--- src/rtl/alu_pkg.sv ---
// Shared opcode constants and controller state encoding for the ALU controller slice.
package alu_pkg;

    localparam logic [2:0] OP_ADD  = 3'b000;
    localparam logic [2:0] OP_SUB  = 3'b001;
    localparam logic [2:0] OP_AND  = 3'b010;
    localparam logic [2:0] OP_OR   = 3'b011;
    localparam logic [2:0] OP_XOR  = 3'b100;
    localparam logic [2:0] OP_SHL1 = 3'b101;
    localparam logic [2:0] OP_SHR1 = 3'b110;
    localparam logic [2:0] OP_SLT  = 3'b111;

    typedef enum logic [1:0] {
        ST_IDLE = 2'd0,
        ST_EXEC = 2'd1,
        ST_RESP = 2'd2
    } state_e;

endpackage

--- src/rtl/alu_ctrl_regfile.sv ---
// Operand register file: two combinational read ports, one synchronous write port.
// Latency: reads 0 cycles, write visible after the next clock edge.
// Backpressure: none; a write is taken on every cycle we is high unless rst is high.
module alu_ctrl_regfile #(
    parameter int WIDTH = 8,
    parameter int NREG  = 4
) (
    input  logic             clk,
    input  logic             rst,
    input  logic             we,
    input  logic [1:0]       waddr,
    input  logic [WIDTH-1:0] wdata,
    input  logic [1:0]       raddr_a,
    input  logic [1:0]       raddr_b,
    output logic [WIDTH-1:0] rdata_a,
    output logic [WIDTH-1:0] rdata_b
);

    logic [WIDTH-1:0] mem_q [NREG];
    logic [WIDTH-1:0] mem_d [NREG];

    always_comb begin
        mem_d = mem_q;
        if (we) begin
            mem_d[waddr] = wdata;
        end
    end

    always_ff @(posedge clk) begin
        if (rst) begin
            mem_q <= '{default: '0};
        end else begin
            mem_q <= mem_d;
        end
    end

    assign rdata_a = mem_q[raddr_a];
    assign rdata_b = mem_q[raddr_b];

endmodule

--- src/rtl/alu_ctrl.sv ---
// ALU command controller: loads immediates or issues register ops to an external ALU.
// Latency: load response 1 cycle after accept, ALU response 2 cycles after accept.
// Backpressure: one command in flight; cmd_ready low until the response is taken by rsp_ready.
module alu_ctrl
    import alu_pkg::*;
#(
    parameter int WIDTH = 8,
    parameter int NREG  = 4
) (
    input  logic             clk,
    input  logic             rst,
    input  logic             cmd_valid,
    output logic             cmd_ready,
    input  logic             cmd_load,
    input  logic [2:0]       cmd_op,
    input  logic [1:0]       cmd_rd,
    input  logic [1:0]       cmd_rs1,
    input  logic [1:0]       cmd_rs2,
    input  logic             cmd_imm_en,
    input  logic [WIDTH-1:0] cmd_imm,
    output logic [WIDTH-1:0] alu_a,
    output logic [WIDTH-1:0] alu_b,
    output logic [2:0]       alu_op,
    input  logic [WIDTH-1:0] alu_result,
    input  logic             alu_zero,
    output logic             rsp_valid,
    input  logic             rsp_ready,
    output logic [WIDTH-1:0] rsp_data,
    output logic             rsp_zero,
    output logic [1:0]       rsp_rd
);

    state_e           state_q, state_d;
    logic [WIDTH-1:0] alu_a_q, alu_a_d;
    logic [WIDTH-1:0] alu_b_q, alu_b_d;
    logic [2:0]       alu_op_q, alu_op_d;
    logic [1:0]       rd_q, rd_d;
    logic [WIDTH-1:0] rsp_data_q, rsp_data_d;
    logic             rsp_zero_q, rsp_zero_d;
    logic [1:0]       rsp_rd_q, rsp_rd_d;

    logic             rf_we;
    logic [1:0]       rf_waddr;
    logic [WIDTH-1:0] rf_wdata;
    logic [WIDTH-1:0] rf_rdata_a, rf_rdata_b;

    alu_ctrl_regfile #(
        .WIDTH (WIDTH),
        .NREG  (NREG)
    ) u_regfile (
        .clk     (clk),
        .rst     (rst),
        .we      (rf_we),
        .waddr   (rf_waddr),
        .wdata   (rf_wdata),
        .raddr_a (cmd_rs1),
        .raddr_b (cmd_rs2),
        .rdata_a (rf_rdata_a),
        .rdata_b (rf_rdata_b)
    );

    always_comb begin
        state_d    = state_q;
        alu_a_d    = alu_a_q;
        alu_b_d    = alu_b_q;
        alu_op_d   = alu_op_q;
        rd_d       = rd_q;
        rsp_data_d = rsp_data_q;
        rsp_zero_d = rsp_zero_q;
        rsp_rd_d   = rsp_rd_q;
        rf_we      = 1'b0;
        rf_waddr   = rd_q;
        rf_wdata   = alu_result;
        cmd_ready  = 1'b0;
        rsp_valid  = 1'b0;

        case (state_q)
            ST_IDLE: begin
                cmd_ready = 1'b1;
                if (cmd_valid) begin
                    if (cmd_load) begin
                        rf_we      = 1'b1;
                        rf_waddr   = cmd_rd;
                        rf_wdata   = cmd_imm;
                        rsp_data_d = cmd_imm;
                        rsp_zero_d = (cmd_imm == '0);
                        rsp_rd_d   = cmd_rd;
                        state_d    = ST_RESP;
                    end else begin
                        // Operands are captured here so rd aliasing rs1/rs2 cannot disturb them.
                        alu_a_d  = rf_rdata_a;
                        alu_b_d  = cmd_imm_en ? cmd_imm : rf_rdata_b;
                        alu_op_d = cmd_op;
                        rd_d     = cmd_rd;
                        state_d  = ST_EXEC;
                    end
                end
            end
            ST_EXEC: begin
                rf_we      = 1'b1;
                rsp_data_d = alu_result;
                rsp_zero_d = alu_zero;
                rsp_rd_d   = rd_q;
                state_d    = ST_RESP;
            end
            ST_RESP: begin
                rsp_valid = 1'b1;
                if (rsp_ready) begin
                    state_d = ST_IDLE;
                end
            end
            default: state_d = ST_IDLE;
        endcase
    end

    always_ff @(posedge clk) begin
        if (rst) begin
            state_q    <= ST_IDLE;
            alu_a_q    <= '0;
            alu_b_q    <= '0;
            alu_op_q   <= '0;
            rd_q       <= '0;
            rsp_data_q <= '0;
            rsp_zero_q <= 1'b0;
            rsp_rd_q   <= '0;
        end else begin
            state_q    <= state_d;
            alu_a_q    <= alu_a_d;
            alu_b_q    <= alu_b_d;
            alu_op_q   <= alu_op_d;
            rd_q       <= rd_d;
            rsp_data_q <= rsp_data_d;
            rsp_zero_q <= rsp_zero_d;
            rsp_rd_q   <= rsp_rd_d;
        end
    end

    assign alu_a    = alu_a_q;
    assign alu_b    = alu_b_q;
    assign alu_op   = alu_op_q;
    assign rsp_data = rsp_data_q;
    assign rsp_zero = rsp_zero_q;
    assign rsp_rd   = rsp_rd_q;

endmodule

--- config.mk ---
export PLATFORM = sky130hd
export DESIGN_NAME = alu_ctrl
export DESIGN_NICKNAME = d
export VERILOG_FILES = /design/src/rtl/alu_pkg.sv /design/src/rtl/alu_ctrl_regfile.sv /design/src/rtl/alu_ctrl.sv
export SDC_FILE = /design/constraint.sdc
export NUM_CORES = 1
export LEC_CHECK = 0
export ABC_AREA = 1
export CAP_MARGIN = 20
export CORE_ASPECT_RATIO = 0.8
export CORE_UTILIZATION = 35
export CTS_CLUSTER_DIAMETER = 150
export DETAILED_ROUTE_END_ITERATION = 7
export SLEW_MARGIN = 5
export SYNTH_ARGS = -nofsm -noshare
export SYNTH_HDL_FRONTEND = slang
export SYNTH_HIERARCHICAL = 1
export SYNTH_SLANG_ARGS = --single-unit
--- constraint.sdc ---
create_clock -name clk -period 2.4 [get_ports clk]
set_clock_uncertainty 0.15 [all_clocks]
set_input_delay 0.36 -clock clk [delete_from_list [all_inputs] [get_ports clk]]
set_output_delay 0.36 -clock clk [all_outputs]
set_load 0.01 [all_outputs]
# ---- Word-level counts from Yosys, hierarchy flattened
# Index checks and enable logic that the tools add are counted.
dict set report op_classes {
  magnitude_cmp 4
  eq_ne 5
  muxes 34
  bitwise 4
  n_reduce_logical 7
}
# cell count
set ops {}
lappend ops {{two-way mux 8 bit} 11}
lappend ops {{binary-select mux 8 bit (select 2 bit)} 2}
lappend ops {{bitwise mux 32 bit} 1}
lappend ops {{demux 8 bit (select 2 bit)} 1}
lappend ops {{two-way mux 2 bit} 8}
lappend ops {{case mux 8 bit (2 select lines)} 1}
lappend ops {{greater-or-equal comparator 3 bit, second input constant} 3}
lappend ops {{inverter 2 -> 3 bit} 3}
lappend ops {{logical NOT 8 bit} 1}
lappend ops {{two-way mux 1 bit} 6}
lappend ops {{!= test 2 bit, second input constant} 3}
lappend ops {{case mux 2 bit (3 select lines)} 1}
lappend ops {{AND reduction 3 bit} 2}
lappend ops {{case mux 1 bit (2 select lines)} 2}
lappend ops {{case mux 2 bit (2 select lines)} 1}
lappend ops {{< comparator 3 x 1 -> 1 bit, second input constant} 1}
lappend ops {{equality test 2 x 1 -> 1 bit, second input constant} 1}
lappend ops {{equality test 2 bit, second input constant} 1}
lappend ops {{logical NOT 2 bit} 1}
lappend ops {{AND reduction 2 bit} 1}
lappend ops {{nonzero test 2 bit} 1}
lappend ops {{logical AND 1 bit} 1}
lappend ops {{inverter 1 bit} 1}
dict set report totals {
  ff_bits 66
  in_bits 32
}

# ---- Depth between registers and ports, before layout
# Gate-level depths: netlist (run 1).
dict set report depth {
  depth_word 9
  ltp_mapped 11
  ltp_nobuf 9
}

# ---- Hierarchy
# The synthesis (run 1) kept the hierarchy.
# module n_inst cells_each area_per_inst_um2 seq_area_each_um2
set modules_own_cells {}
lappend modules_own_cells {alu_ctrl_regfile 1 298 1809.2 640.6}
lappend modules_own_cells {alu_ctrl 1 296 1765.4 680.7}

# ---- Least setup slack after synthesis (run 1)
# OpenSTA, ideal clock, no wires.
dict set report synth_path {
  path_kind {flip-flop to flip-flop}
  startpoint {reg state_q[0]}
  endpoint {reg u_regfile/mem_q[13] in the netlist's numbering}
  setup_time_ns 0.113
  t_arrival_ns 1.609
  slack_ns 0.528
  stages_incl_launch_ff 11
  n_path_buf 2
  cell_sequence {dfxtp_1 -> nor2_4 -> nand3_1 -> clkbuf_2 -> o21ai_1 -> inv_1 -> nand3_2 -> buf_2 -> nand2_1 -> nand2_1 -> nor2_1}
}
dict set report synth_via {
  elab_chain_cells 8
}
# item line
set synth_lines {}
lappend synth_lines {{start: declaration} alu_ctrl.sv:33} ;# state_e state_q, state_d;
lappend synth_lines {{start signal: assignment} alu_ctrl.sv:127} ;# state_q <= state_d;
lappend synth_lines {{logical NOT 2 bit *} alu_ctrl.sv:77} ;# case (state_q)
lappend synth_lines {{two-way mux 2 bit *} alu_ctrl.sv:77}
lappend synth_lines {{via rf_waddr[0]} alu_ctrl.sv:43} ;# logic [1:0] rf_waddr;
lappend synth_lines {{inverter 2 -> 3 bit (implied by the code) *} alu_ctrl_regfile.sv:25} ;# mem_d[waddr] = wdata;
lappend synth_lines {{greater-or-equal comparator 3 bit (implied by the code) or < comparator 3 x 1 -> 1 bit (tied branches)} alu_ctrl_regfile.sv:25}
lappend synth_lines {{logical AND 1 bit (implied by the code)} alu_ctrl_regfile.sv:25}
lappend synth_lines {{two-way mux 8 bit (implied by the code)} alu_ctrl_regfile.sv:25}
lappend synth_lines {{demux 8 bit (select 2 bit) *} alu_ctrl_regfile.sv:25}
lappend synth_lines {{bitwise mux 32 bit *} alu_ctrl_regfile.sv:25}
lappend synth_lines {{end signal: assignment} alu_ctrl_regfile.sv:33} ;# mem_q <= mem_d;
lappend synth_lines {{end: declaration} alu_ctrl_regfile.sv:19} ;# logic [WIDTH-1:0] mem_q [NREG];
# The timed path passes the listed nets; every way through them passes the cells marked *.
# A chain may end at the register's enable or synchronous reset.

# ---- Final worst setup path (run 1)
dict set report layout_path {
  startpoint {in cmd_load}
  endpoint {reg u_regfile/mem_q[10] in the netlist's numbering}
}
dict set report layout_via {
  elab_chain_cells 9
}
# item line
set layout_lines {}
lappend layout_lines {{start: declaration} alu_ctrl.sv:14} ;# input logic cmd_load,
lappend layout_lines {{two-way mux 2 bit *} alu_ctrl.sv:81} ;# if (cmd_load) begin
lappend layout_lines {{two-way mux 2 bit *} alu_ctrl.sv:80} ;# if (cmd_valid) begin
lappend layout_lines {{two-way mux 2 bit *} alu_ctrl.sv:77}
lappend layout_lines {{via rf_waddr[1]} alu_ctrl.sv:43}
lappend layout_lines {{inverter 2 -> 3 bit (implied by the code) *} alu_ctrl_regfile.sv:25}
lappend layout_lines {{greater-or-equal comparator 3 bit (implied by the code) or < comparator 3 x 1 -> 1 bit (tied branches)} alu_ctrl_regfile.sv:25}
lappend layout_lines {{logical AND 1 bit (implied by the code)} alu_ctrl_regfile.sv:25}
lappend layout_lines {{two-way mux 8 bit (implied by the code)} alu_ctrl_regfile.sv:25}
lappend layout_lines {{demux 8 bit (select 2 bit) *} alu_ctrl_regfile.sv:25}
lappend layout_lines {{bitwise mux 32 bit *} alu_ctrl_regfile.sv:25}
# Marks and branches as above.

==> metrics.txt, run 1 <==
outcome finished clean; nets between 600 and 700; DRC 0; Slew @ Worst Pin approximately 0.48 ns; synthesis-stage register bit count 66; final setup vio count 0; critical path class input pin to flip-flop; Leak 2.390 nW; clock buffer count from CTS 9; Die Span Y approximately 92 µm; Initial Util 36.59%; most frequent cells in the layout nand2_1 (186), nor2_1 (128), inv_1 (81); wire per inst 12.22 µm; GR Util All Layers 19.37%; CP Cell Sequence clkdlybuf4s50_1 -> nand3_1 -> o21ai_1 -> nand3_2 -> nor2_1 -> nor2_1; final worst path period share between 80 and 90%; Avg Cell Area, Syn roughly 6 µm²; port bufs 63; register area share after synthesis 36.96%; Fin Hold WS 0.3330 ns; DP Cell Count 783; Tmin final between 2 and 2.5 ns; Mapped Cells slightly below 600; vias per std cell 4.566; # Post-CTS Setup Buffers 0; GRT Residual Overflow 0; CP Data Required Time 2.47 ns; CTS tree built; PostCTS Resize Cnt 0; core area 0.009769 mm²; Reg clk slew, reported paths 0.06 ns; Hold Path Class flip-flop to flip-flop; sink of the worst hold path alu_a[0]; num ports between 60 and 70; Netlist cell types 19; Worst EP arrival 2.15 ns; critical path's slowest cell clkdlybuf4s50_1; total power 3.269 mW; CTS Root Cell clkbuf_16; Fill cells around 1,100; Detailed Route Iter0 Violations around 260; startpoint types input pin; leading cell type in the layout, fill and taps excluded nand2_1; relative slew slack around two thirds; Slew Viols, Final 0; yosys warns 6; # diodes 0; DP Wirelength 7083 µm; FP Rows 32; Post-Synthesis Cell Area about 0.0036 mm²; R2R Path End u_regfile/mem_q[10]; routability cong. 0.8037; pin count of the biggest net entering global routing 33; Hold Path Depth 2; Post-Route WL 9767 µm; Hold Path Origin alu_a[0]; reg2reg path depth 6; Layout Area Growth over Synthesis 31.99%; CTS Hold Bufs 0; vias in the first global route 3,247; crit-path max cell delay 0.50 ns; VDD IR max 426.3 µV; Hold Vio Cnt, Final 0; Crit path top cell by count nor2_1; Setup crit end kind flip-flop; setup repair after global routing missed its margin false; Die Width 115.0 µm; clk_lat worst skew 0.33 ns; pwr dens 692.8 mW/mm²; final std cells w/o fill 799; first-pass GRT wire length 16,010 µm; H-Tree Depth 3; die area 0.01062 mm²; reg2reg setup slack 0.40 ns; Net Count, Synth 626; first drt pass iteration count 5; largest fanout on the critical path 16; layout cell share with drive strength beyond 1 under 10%; CTS Buffer Depth 2; CTS sink cnt 66; via count 3,648; fmax about 480 MHz; initial antenna violation count 0; MaxCap Viol Count 0; antenna viol nets, final 0; reg-to-reg startpoint state_q[1]
==> power breakdown <==
part	leakage, nW	switching (mW)	internal (mW)
logic	1.69	0.343	0.268
registers	0.540	0.0415	1.17
clock network	0.159	0.507	0.939
total	2.39	0.891	2.38
==> area by class of cell <==
| type | count | area [µm²] | share of cell area [%] |
|---|---|---|---|
| timing repair buffer | 84 | 800.8 | 16.97 |
| sequential | 66 | 1321 | 28.00 |
| clock buffer | 10 | 239.0 | 5.065 |
| tap | 136 | 170.2 | 3.606 |
| clock inverter | 6 | 90.09 | 1.909 |
| inverter | 83 | 311.5 | 6.603 |
| multi-input combinational | 414 | 1785 | 37.84 |
==> worst max-delay path: cells and delay by family <==
| kind | cells | cell delay (ns) |
|---|---|---|
| AOI/OAI and AO/OA | 1 | 0.40 |
| and+or+nand+nor | 4 | 0.88 |
| buffers and inverters | 1 | 0.50 |
==> state kept, by name, summed over array words and instances (netlist names) <==
signal,flops
rsp_rd,2
rd_q,2
alu_b,8
u_regfile/mem_q,32
alu_op,3
rsp_zero,1
alu_a,8
rsp_data,8
state_q,2
==> how the worst max path moves through the flow <==
stage | from | endpoint | slack [ns] | cells after the start
2_1_floorplan | state_q[0] | u_regfile/mem_q[13] | 0.53 | 10
3_3_place_gp | cmd_valid | u_regfile/mem_q[9] | 0.09 | 6
3_5_place_dp | cmd_load | u_regfile/mem_q[10] | -0.002 | 6
4_1_cts | state_q[0] | rsp_valid | 0.31 | 3
5_1_grt | cmd_load | u_regfile/mem_q[9] | 0.16 | 7
6_report | cmd_load | u_regfile/mem_q[10] | 0.32 | 6
==> metal layers <==
metal  share of wire, %  routed length [µm]  track usage (%)  vias up
met5                  0                   0                0        -
li1                   -                   -                -     1939
met2                 41                3982            28.51      102
met1                 52                5040            27.75     1592
met4                1.6                 157            5.411        0
met3                6.0                 587            4.777       15
==> per-stage QoR <==
| stage | TNS (ns) | util, % | setup slack, ns | area, µm² |
|---|---|---|---|---|
| 2_1_floorplan | 0 | - | 0.5277 | 3575 |
| 3_3_place_gp | 0 | 44.93 | 0.09122 | 4389 |
| 3_5_place_dp | -0.001952 | 44.93 | -0.001952 | 4389 |
| 4_1_cts | 0 | 48.30 | 0.3130 | 4718 |
| 5_1_grt | 0 | 48.30 | 0.1590 | 4718 |
| 6_report | 0 | 48.30 | 0.3206 | 4718 |
==> synth_stat cells <==
cell	n	area, µm²
inv_1	81	304.0
nor2_2	1	6.260
nand3_2	3	30.03
buf_6	1	11.26
nor2_4	1	11.26
clkbuf_1	16	60.06
o21ai_0	28	140.1
buf_2	7	35.03
nand3_1	20	100.1
o21ai_1	3	15.01
nand2_2	3	18.77
o211ai_1	32	240.2
nand2_1	186	698.2
nor2_1	128	480.5
dfxtp_1	66	1321
buf_4	6	45.04
inv_2	2	7.510
a21oi_1	9	45.04
clkbuf_2	1	5.000
==> cell families after synthesis <==
| family | share of synthesized area (%) |
|---|---|
| buffers and inverters | 13.09 |
| AOI/OAI and AO/OA | 12.32 |
| DFF | 36.96 |
| and+or+nand+nor | 37.63 |
Note: power is estimated with default switching activity, not from simulation.
==> run 2: changes to the inputs <==
CTS_CLUSTER_DIAMETER = 100   (was 150)
==> results of run 2 <==
No change in the layout: final DEF, timing and power equal those of run 1.
==> run 3: changes to the inputs <==
SKIP_LAST_GASP = 1   (was not set)
==> results of run 3 <==
No change in the layout: final DEF, timing and power equal those of run 1.
